<file path="src/rtl/uart_rx.sv">
// uart_rx: oversampling UART receiver with valid/ready byte output.
// Flags stop-bit framing errors and overruns of an unaccepted byte.
module uart_rx #(
  parameter int DATA_BITS = 8,
  parameter int OSR       = 16
) (
  input  logic                 clk,
  input  logic                 resetn,
  input  logic                 tick_16x,
  input  logic                 rx,
  output logic [DATA_BITS-1:0] rx_data,
  output logic                 rx_valid,
  input  logic                 rx_ready,
  output logic                 frame_err,
  output logic                 overrun
);

  localparam int CW = $clog2(OSR);
  localparam int IW = $clog2(DATA_BITS + 1);
  localparam logic [CW-1:0] HALF = CW'(OSR / 2 - 1);
  localparam logic [CW-1:0] FULL = CW'(OSR - 1);
  localparam logic [IW-1:0] LAST = IW'(DATA_BITS - 1);

  typedef enum logic [1:0] {
    IDLE,
    START,
    DATA,
    STOP
  } state_t;

  state_t               state, state_n;
  logic [CW-1:0]        cnt, cnt_n;
  logic [IW-1:0]        idx, idx_n;
  logic [DATA_BITS-1:0] shreg, shreg_n;
  logic                 rx_m, rx_s;
  logic                 stop_ok, stop_bad;
  logic                 accept, load;

  assign accept = rx_valid && rx_ready;
  assign load   = stop_ok && (!rx_valid || rx_ready);

  // two-flop synchronizer for the asynchronous line, idles high
  always_ff @(posedge clk) begin
    if (!resetn) begin
      rx_m <= 1'b1;
      rx_s <= 1'b1;
    end else begin
      rx_m <= rx;
      rx_s <= rx_m;
    end
  end

  // frame state, oversample counter, bit index and shift register
  always_ff @(posedge clk) begin
    if (!resetn) begin
      state <= IDLE;
      cnt   <= '0;
      idx   <= '0;
      shreg <= '0;
    end else begin
      state <= state_n;
      cnt   <= cnt_n;
      idx   <= idx_n;
      shreg <= shreg_n;
    end
  end

  // next-state logic; only oversample ticks advance the frame
  always_comb begin
    state_n  = state;
    cnt_n    = cnt;
    idx_n    = idx;
    shreg_n  = shreg;
    stop_ok  = 1'b0;
    stop_bad = 1'b0;
    if (tick_16x) begin
      unique case (state)
        IDLE: begin
          if (!rx_s) begin
            state_n = START;
            cnt_n   = '0;
          end
        end
        START: begin
          if (cnt == HALF) begin
            cnt_n   = '0;
            idx_n   = '0;
            state_n = rx_s ? IDLE : DATA;
          end else begin
            cnt_n = cnt + 1'b1;
          end
        end
        DATA: begin
          if (cnt == FULL) begin
            cnt_n   = '0;
            shreg_n = {rx_s, shreg[DATA_BITS-1:1]};
            idx_n   = idx + 1'b1;
            if (idx == LAST) state_n = STOP;
          end else begin
            cnt_n = cnt + 1'b1;
          end
        end
        STOP: begin
          if (cnt == FULL) begin
            cnt_n    = '0;
            state_n  = IDLE;
            stop_ok  = rx_s;
            stop_bad = !rx_s;
          end else begin
            cnt_n = cnt + 1'b1;
          end
        end
        default: state_n = IDLE;
      endcase
    end
  end

  // output byte register, handshake and one-cycle error pulses
  always_ff @(posedge clk) begin
    if (!resetn) begin
      rx_data   <= '0;
      rx_valid  <= 1'b0;
      frame_err <= 1'b0;
      overrun   <= 1'b0;
    end else begin
      if (load) begin
        rx_data  <= shreg;
        rx_valid <= 1'b1;
      end else if (accept) begin
        rx_valid <= 1'b0;
      end
      frame_err <= stop_bad;
      overrun   <= stop_ok && rx_valid && !rx_ready;
    end
  end

endmodule
</file>
<file path="config.mk">
export PLATFORM = sky130hd
export DESIGN_NAME = uart_rx
export DESIGN_NICKNAME = d
export VERILOG_FILES = /design/src/rtl/uart_rx.sv
export SDC_FILE = /design/constraint.sdc
export NUM_CORES = 1
export LEC_CHECK = 0
export ABC_AREA = 0
export ABC_CLOCK_PERIOD_IN_PS = 1700
export CAP_MARGIN = 20
export CORE_MARGIN = 8
export CORE_UTILIZATION = 40
export CTS_CLUSTER_SIZE = 25
export DETAILED_ROUTE_END_ITERATION = 16
export DONT_BUFFER_PORTS = 1
export MAX_ROUTING_LAYER = met4
export PLACE_DENSITY = 0.58
export SETUP_SLACK_MARGIN = 0.05
export SLEW_MARGIN = 30
export SYNTH_ARGS = -nofsm -noshare
export SYNTH_HDL_FRONTEND = slang
export SYNTH_SLANG_ARGS = --single-unit
</file>
<file path="constraint.sdc">
create_clock -name clk -period 1.7 [get_ports clk]
set_input_delay 0.34 -clock clk [delete_from_list [all_inputs] [get_ports clk]]
set_output_delay 0.34 -clock clk [all_outputs]
set_load 0.05 [all_outputs]
</file>
==> results of run 1 <==
[power breakdown]
part / leakage [nW] / switching, W / internal (W) / total (W)
Sequential: 0.250 / 0.00000583 / 0.000730 / 0.000736
Clock: 0.0386 / 0.000237 / 0.000243 / 0.000480
Combinational: 0.210 / 0.00000659 / 0.0000110 / 0.0000176
[path summary, 6_finish.rpt]
| path | from | end | slack (ps) | depth (start not counted) |
|---|---|---|---|---|
| worst max-delay path | cnt[0] | state[0] | 170 | 5 |
| worst min-delay path | resetn | rx_s | 110 | 1 |
| worst max register to register | cnt[0] | state[0] | 170 | 5 |
| worst min register to register | rx_m | rx_s | 410 | 1 |
[metal layers]
metal	wire length, microns	GRT usage [%]	up-vias
met5	0	-	-
met1	1264	12.81	459
met2	1108	14.96	12
met4	23	5.543	0
met3	94	5.184	2
li1	-	-	527
[registers in the layout (all words and copies together) (netlist names), 4 cells and up, named ones only]
register / count
cnt: 4
rx_data: 8
idx: 4
shreg: 8
[cells by family (layout without fill, tap and decap cells)]
kind of cell	Yosys count	in the layout	synth area share (%)
simple gates	72	72	27.99
compound gates	32	32	17.15
flops	31	31	46.75
buf+inv	12	14	4.053
fa+ha+maj	2	2	1.885
mux	2	2	1.508
xor+xnor	1	1	0.6599
[synth_stat cells, types with 3 or more instances]
library cell / number
a21boi_0: 10
buf_2: 4
clkbuf_1: 4
dfxtp_1: 31
nand2_1: 31
nand2b_1: 3
nand3_1: 12
nor2_1: 3
nor2b_1: 5
o21a_1: 3
o21ai_0: 5
o21ai_1: 4
[cell type report]
cell class,count,area (sq um)
fill,346,1792
clock buffer,8,68.82
timing repair buffer,3,35.03
sequential,31,620.6
tap,46,57.56
multi-input combinational,109,673.1
inverter,3,11.26
[worst max-delay path, stage by stage (launching register included)]
cell     delay (ps)
dfxtp_1         420
ha_4            190
nand2_1          70
or4_1           470
a21oi_1         150
o221a_1         180
[cell usage in the layout (no fill, tap or decap), drive strengths merged]
master   instances
a41o             1
clkbuf           8
o21a             3
nand3           12
xor2             1
or2              4
o221a            2
a21boi          10
and2             2
nand2b           3
ha               2
buf              3
nor2             4
nand4            2
or3b             1
mux2i            2
o21ai            9
or4              1
a21oi            3
a22oi            1
and3             2
a32oi            1
nand2           31
dfxtp           31
o31a             1
nor2b            5
inv              3
o2111ai          1
nand3b           1
nor3             3
and4             1
[stage by stage]
step | total power [W] | instances | instance area, sq um | utilization [%] | hold slack (ps)
floorplan | 0.0007761 | 152 | 1328 | - | 386.3
global placement | 0.0007693 | 192 | 1378 | 42.28 | 397.6
detailed placement | 0.0007702 | 192 | 1378 | 42.28 | 393.6
CTS | 0.001258 | 200 | 1446 | 44.39 | 77.32
global route | 0.001291 | 200 | 1466 | 45.01 | 65.96
finish | 0.001234 | 200 | 1466 | 45.01 | 106.3
==> results.toml, run 1 <==
[power]
p_leak_nw = 0.4986
pwr_density_cell_nw_per_um2 = 841.2
ir_drop_mv = 0.4405

[critical_path]
arrival_ps = 1800
critPathRequiredTime_ps = 1970
critPathKind = "reg -> reg"
start_kind = "flop"
path_max_fanout = 6
crit_path_end_kind = "flop"

[sta]
fmax_ghz = 0.6546
fin_crit_sh_pct = 89.86
setup_violations = 0
skew_ps = 9.527
setup_ws_ps = 172.4
hold_viol = 0
worst_pin_slew_ps = 517.9
rsz0062_at_grt = "false"
period_needed_ps = 1528
slew_headroom_pct = 65.43
final_max_slew_viol_count = 0
final.setup.tns_ps = 0

[die]
design.core.area_sq_um = 3258
ioPinCount = 16
num_rows = 21
die_area_sq_um = 5418
dieWidth_microns = 73.61
die_y_microns = 73.61
start_util_pct = 40.74

[yosys]
synth-seq-cells = 31
syn-num-nets = 159
synth-seq-area-share_pct = 46.75
avgSynthCellArea_sq_um = 8.734
ys_warn_count = 0
synth_top_cell_area_share_pct = 46.75
synthTopCellsByArea = "dfxtp_1, nand2_1, a21boi_0, nand3_1, nor2b_1"
yosysTopAreaCell = "dfxtp_1"
synth.distinct_cells = 40
synthCells = 152
synth-edff-count = 0
synthArstFlopShare_pct = 0
netlist_area_sq_um = 1328
ys.flop_type = "dfxtp_1"

[grt]
antenna_found_initial = 0
grt_pass1_vias = 968
grt_pass1_wl_microns = 4422
grt_usage_pct = 10.88
grt_max_degree = 41
overflow = 0

[routing]
postRouteAntennaNets = 0
wl_microns = 2491
vias = 1000
firstDrtPassIters = 4
drcViolationCount = 0
viasPerCell = 5.000
wl_per_cell_microns = 12.46
drt_first_iter_violations = 74

[finish]
syn_to_final_growth_pct = 10.46
fin_nets = 160
drive_above_1_share_pct = 12.99
num_antenna_cells = 0

[placement]
gp_congestion = 0.9098
io_buffers = 0
dpl.hpwl_microns = 1725
pre_cts_ws_ps = 104.8

[run]
drv_cap = 0

[run_status]
status = "finished clean"

[clock_network]
root_buffer = "clkbuf_4"
ctsHoldBuffers = 0
clkSinkCount = 31
clockBufferDepth = 2
post-cts-setup-buffer-count = 0
cts_tree = "built"
path_clk_slew_ps = 100
ctsResizeCount = 0
numCtsBuffers = 5
insertion_delay_ps = 320
h-tree-depth = 2

[min_path]
hp-class = "in -> reg"
Note: power is estimated with default switching activity, not from simulation.
==> inputs of run 2 (changes only) <==
ABC_CLOCK_PERIOD_IN_PS = 1900   (was 1700)
BUFFER_PORTS_ARGS = -buffer_cell sky130_fd_sc_hd__buf_2   (was not set)
DONT_BUFFER_PORTS = not set   (was 1)
PLACE_DENSITY = 0.62   (was 0.58)
SKIP_CTS_REPAIR_TIMING = 1   (was not set)
clock period = 1.9 ns   (was 1.7 ns; I/O delays follow)
==> run 2 against run 1 <==
Compared with the run above:
- final cell count increased by 6.5%
- global-route usage decreased by 1.0 points
- first-iteration DRC count decreased by 61%
- sequential cell count unchanged
- via count increased by 5.8%
- sequential power decreased by 11%
- wire length decreased by 1.3%
- power about the same
- worst hold slack improved by 120 ps
- core utilization increased by 1.4 points
- clock-buffer cell count decreased by 2
==> results.toml, run 2 (synthesis results as in run 1) <==
[sta]
fin_crit_sh_pct = 85.85
rsz0062_at_grt = "false"
skew_ps = 8.666
setup_violations = 0
slew_headroom_pct = 61.59
worst_pin_slew_ps = 576.2
fmax_ghz = 0.6130
final.setup.tns_ps = 0
final_max_slew_viol_count = 0
period_needed_ps = 1631
hold_viol = 0

[clock_network]
h-tree-depth = 2
insertion_delay_ps = 340
numCtsBuffers = 5
root_buffer = "clkbuf_4"
path_clk_slew_ps = 100
cts_tree = "built"
clockBufferDepth = 2
clkSinkCount = 31

[routing]
drt_first_iter_violations = 29
drcViolationCount = 0
postRouteAntennaNets = 0
firstDrtPassIters = 4
wl_per_cell_microns = 11.54
viasPerCell = 4.967
vias = 1058
wl_microns = 2459

[finish]
num_antenna_cells = 0
fin_nets = 173
drive_above_1_share_pct = 19.16
register_area_sq_um = 620.6
design_area_sq_um = 1511
final_cells = 213
layout_common_cells = "nand2_1, dfxtp_1, buf_2"
fillers = 345
multi_input_area_sq_um = 653.1
reg_top3 = "rx_data: 8 flops, shreg: 8 flops"
syn_to_final_growth_pct = 13.85

[placement]
gp_congestion = 0.8545
io_buffers = 15
dp.cells = 205
place_area_sq_um = 1425
dpl.hpwl_microns = 1691

[min_path]
holdPathStages = 2
hp-class = "in -> reg"
min_from = "rx"

[critical_path]
arrival_ps = 1920
startpoint = "cnt[0]"
rr_worst_depth = 5
path_max_fanout = 6
crit_path_end_kind = "flop"
ff2ff_setup_slack_ps = 270
reg2reg_from = "cnt[0]"
cp-endpoint = "state[0]"
r2r-end = "state[0]"
critPathRequiredTime_ps = 2190
start_kind = "flop"
critPathKind = "reg -> reg"

[die]
die_area_sq_um = 5418
start_util_pct = 40.74
num_rows = 21
dieWidth_microns = 73.61
design.core.area_sq_um = 3258
ioPinCount = 16
die_y_microns = 73.61

[power]
p_leak_nw = 0.5745
pwr_density_cell_nw_per_um2 = 815.9
ir_drop_mv = 0.3744

[grt]
grt_max_degree = 41
overflow = 0
grt_usage_pct = 9.876
grt_pass1_vias = 926
grt_pass1_wl_microns = 3967
antenna_found_initial = 0

[run_status]
status = "finished clean"

[run]
drv_cap = 0
run 2: power by group:
part | total [W] | internal [W] | switching, W
logic | 0.0000312 | 0.0000126 | 0.0000187
registers | 0.000658 | 0.000654 | 0.00000445
clock network | 0.000544 | 0.000311 | 0.000233
total | 0.00123 | 0.000977 | 0.000256
run 2: final cells by class:
type	instances	area share (%)
repair buffers	16	5.464
multi-input cells	109	43.21
flip-flops and latches	31	41.06
inverters	3	0.7450
well taps	46	3.808
clock buffers	6	3.394
clock inverters	2	2.318
run 2: per-stage QoR:
step                utilization, %  hold slack, ps  power [W]  setup WS, ps
finish                       46.39           226.8   0.001233         268.8
global route                 46.39           213.5   0.001285         127.3
detailed placement           43.74           401.8  0.0007043         310.6
global placement             43.74           395.3  0.0007038         349.0
floorplan                        -           386.3  0.0006944         408.3
CTS                          46.39           212.3   0.001253         277.9
run 2: worst min-delay path by stage:
stage                     slack (ps)   end
final                            230  rx_m
after global routing             210  rx_m
after CTS                        210  rx_m
after detailed placement         400  rx_s
after global placement           400  rx_s
after floorplan                  390  rx_s
run 2: layer usage:
layer	vias up	global-route usage (%)	routed length, microns
li1	557	-	-
met1	482	10.29	1166
met2	12	15.26	1147
met3	7	3.274	76
met4	0	7.317	69
met5	-	-	0
run 2: worst max-delay path: stages, from the launching register on:
cell	delay, ps
dfxtp_1	380
ha_1	280
nand2_1	90
or4_1	490
a21oi_1	160
o221a_1	180
==> inputs of run 3 (changes only) <==
RECOVER_POWER = 100   (was not set)
==> run 3 against run 2 <==
Compared with the run above:
- setup slack worse by 25 ps
- combinational power about the same
- power up 0.10%
- sequential power about the same
- sequential share of layout area up 0.90 points
- via count up 1.0%
- maximum frequency down 1.5%
- sequential cell count unchanged
- first-iteration DRC count up 55%
- non-clock buffer count unchanged
- largest power group unchanged
==> results.toml, run 3 (synthesis results as in run 1) <==
[die]
die_area_sq_um = 5418
num_rows = 21
dieWidth_microns = 73.61
start_util_pct = 40.74
design.core.area_sq_um = 3258
ioPinCount = 16
die_y_microns = 73.61

[clock_network]
clkSinkCount = 31
clockBufferDepth = 2
numCtsBuffers = 5
h-tree-depth = 2
cts_tree = "built"
path_clk_slew_ps = 100
insertion_delay_ps = 340
root_buffer = "clkbuf_4"

[sta]
slew_headroom_pct = 4.180
final.setup.tns_ps = 0
worst_pin_slew_ps = 1437
hold_slack_ps = 228.3
setup_violations = 0
period_needed_ps = 1656
fin_crit_sh_pct = 87.17
hold_viol = 0
fmax_ghz = 0.6038
rsz0062_at_grt = "false"
skew_ps = 10.55
final_max_slew_viol_count = 0
setup_ws_ps = 243.7

[placement]
place_area_sq_um = 1425
pre_cts_ws_ps = 310.6
dpl.hpwl_microns = 1691
io_buffers = 15
gp_congestion = 0.8545

[grt]
overflow = 0
antenna_found_initial = 0
grt_max_degree = 41
grt_usage_pct = 9.876
grt_pass1_wl_microns = 3967
grt_pass1_vias = 926

[routing]
viasPerCell = 5.019
wl_per_cell_microns = 11.68
vias = 1069
drt_first_iter_violations = 45
postRouteAntennaNets = 0
wl_microns = 2488
firstDrtPassIters = 4
drcViolationCount = 0

[finish]
syn_to_final_growth_pct = 11.40
reg_top3 = "rx_data: 8 flops, shreg: 8 flops"
layout_common_cells = "nand2_1, dfxtp_1, nand3_1, clkbuf_1, a21boi_0"
drive_above_1_share_pct = 10.18
design_area_sq_um = 1479
fin_nets = 173
num_antenna_cells = 0

[critical_path]
crit_path_end_kind = "flop"
critPathKind = "reg -> reg"
start_kind = "flop"
critPathRequiredTime_ps = 2160
arrival_ps = 1920
path_max_fanout = 9
ff2ff_setup_slack_ps = 240

[power]
pwr_density_cell_nw_per_um2 = 834.7
ir_drop_mv = 0.3732
p_leak_nw = 0.5212

[min_path]
hp-class = "in -> reg"

[run]
drv_cap = 0

[run_status]
status = "finished clean"
run 3: cell types whose count changed in the layout (fill, tap and decap cells not counted), sizes merged:
cell / previous run / this run
buf: 16 / 4
clkbuf: 6 / 18
run 3: where the power goes:
group | switching [W] | internal [W]
clock | 0.000234 | 0.000311
combinational | 0.0000187 | 0.0000125
sequential | 0.00000447 | 0.000654
total | 0.000257 | 0.000977
run 3: layout make-up:
cell class              instances  area [sq um]
clock buffers                   6         51.30
clock inverters                 2         35.03
flip-flops and latches         31         620.6
well taps                      46         57.56
fillers                       356          1779
repair buffers                 16         67.56
inverters                       3         11.26
multi-input cells             109         635.6
run 3: per-layer routing:
metal,share of wire [%],vias up,track usage [%],routed length (microns)
met4,2.8,0,7.317,69
met5,0,-,-,0
met1,46,488,10.29,1146
met3,3.9,7,3.274,97
li1,-,552,-,-
met2,47,22,15.26,1174
run 3: final timing paths:
| check | startpoint | end | cells past startpoint |
|---|---|---|---|
| max | cnt[0] | shreg[4] | 5 |
| min | rx | rx_m | 2 |
| min reg2reg | rx_m | rx_s | 1 |
| max reg2reg | cnt[0] | shreg[4] | 5 |
run 3: stage by stage:
step | utilization, % | power, W | cells
after floorplan | - | 0.0006944 | 152
after global placement | 43.74 | 0.0007038 | 205
after detailed placement | 43.74 | 0.0007043 | 205
after CTS | 46.39 | 0.001253 | 213
after global routing | 45.39 | 0.001285 | 213
final | 45.39 | 0.001234 | 213
run 3: worst max-delay path, stage by stage, from the launching register on:
cell,delay (ps)
dfxtp_1,380
ha_1,280
nand3_1,140
nor2_1,500
nand2_1,100
a21boi_0,170
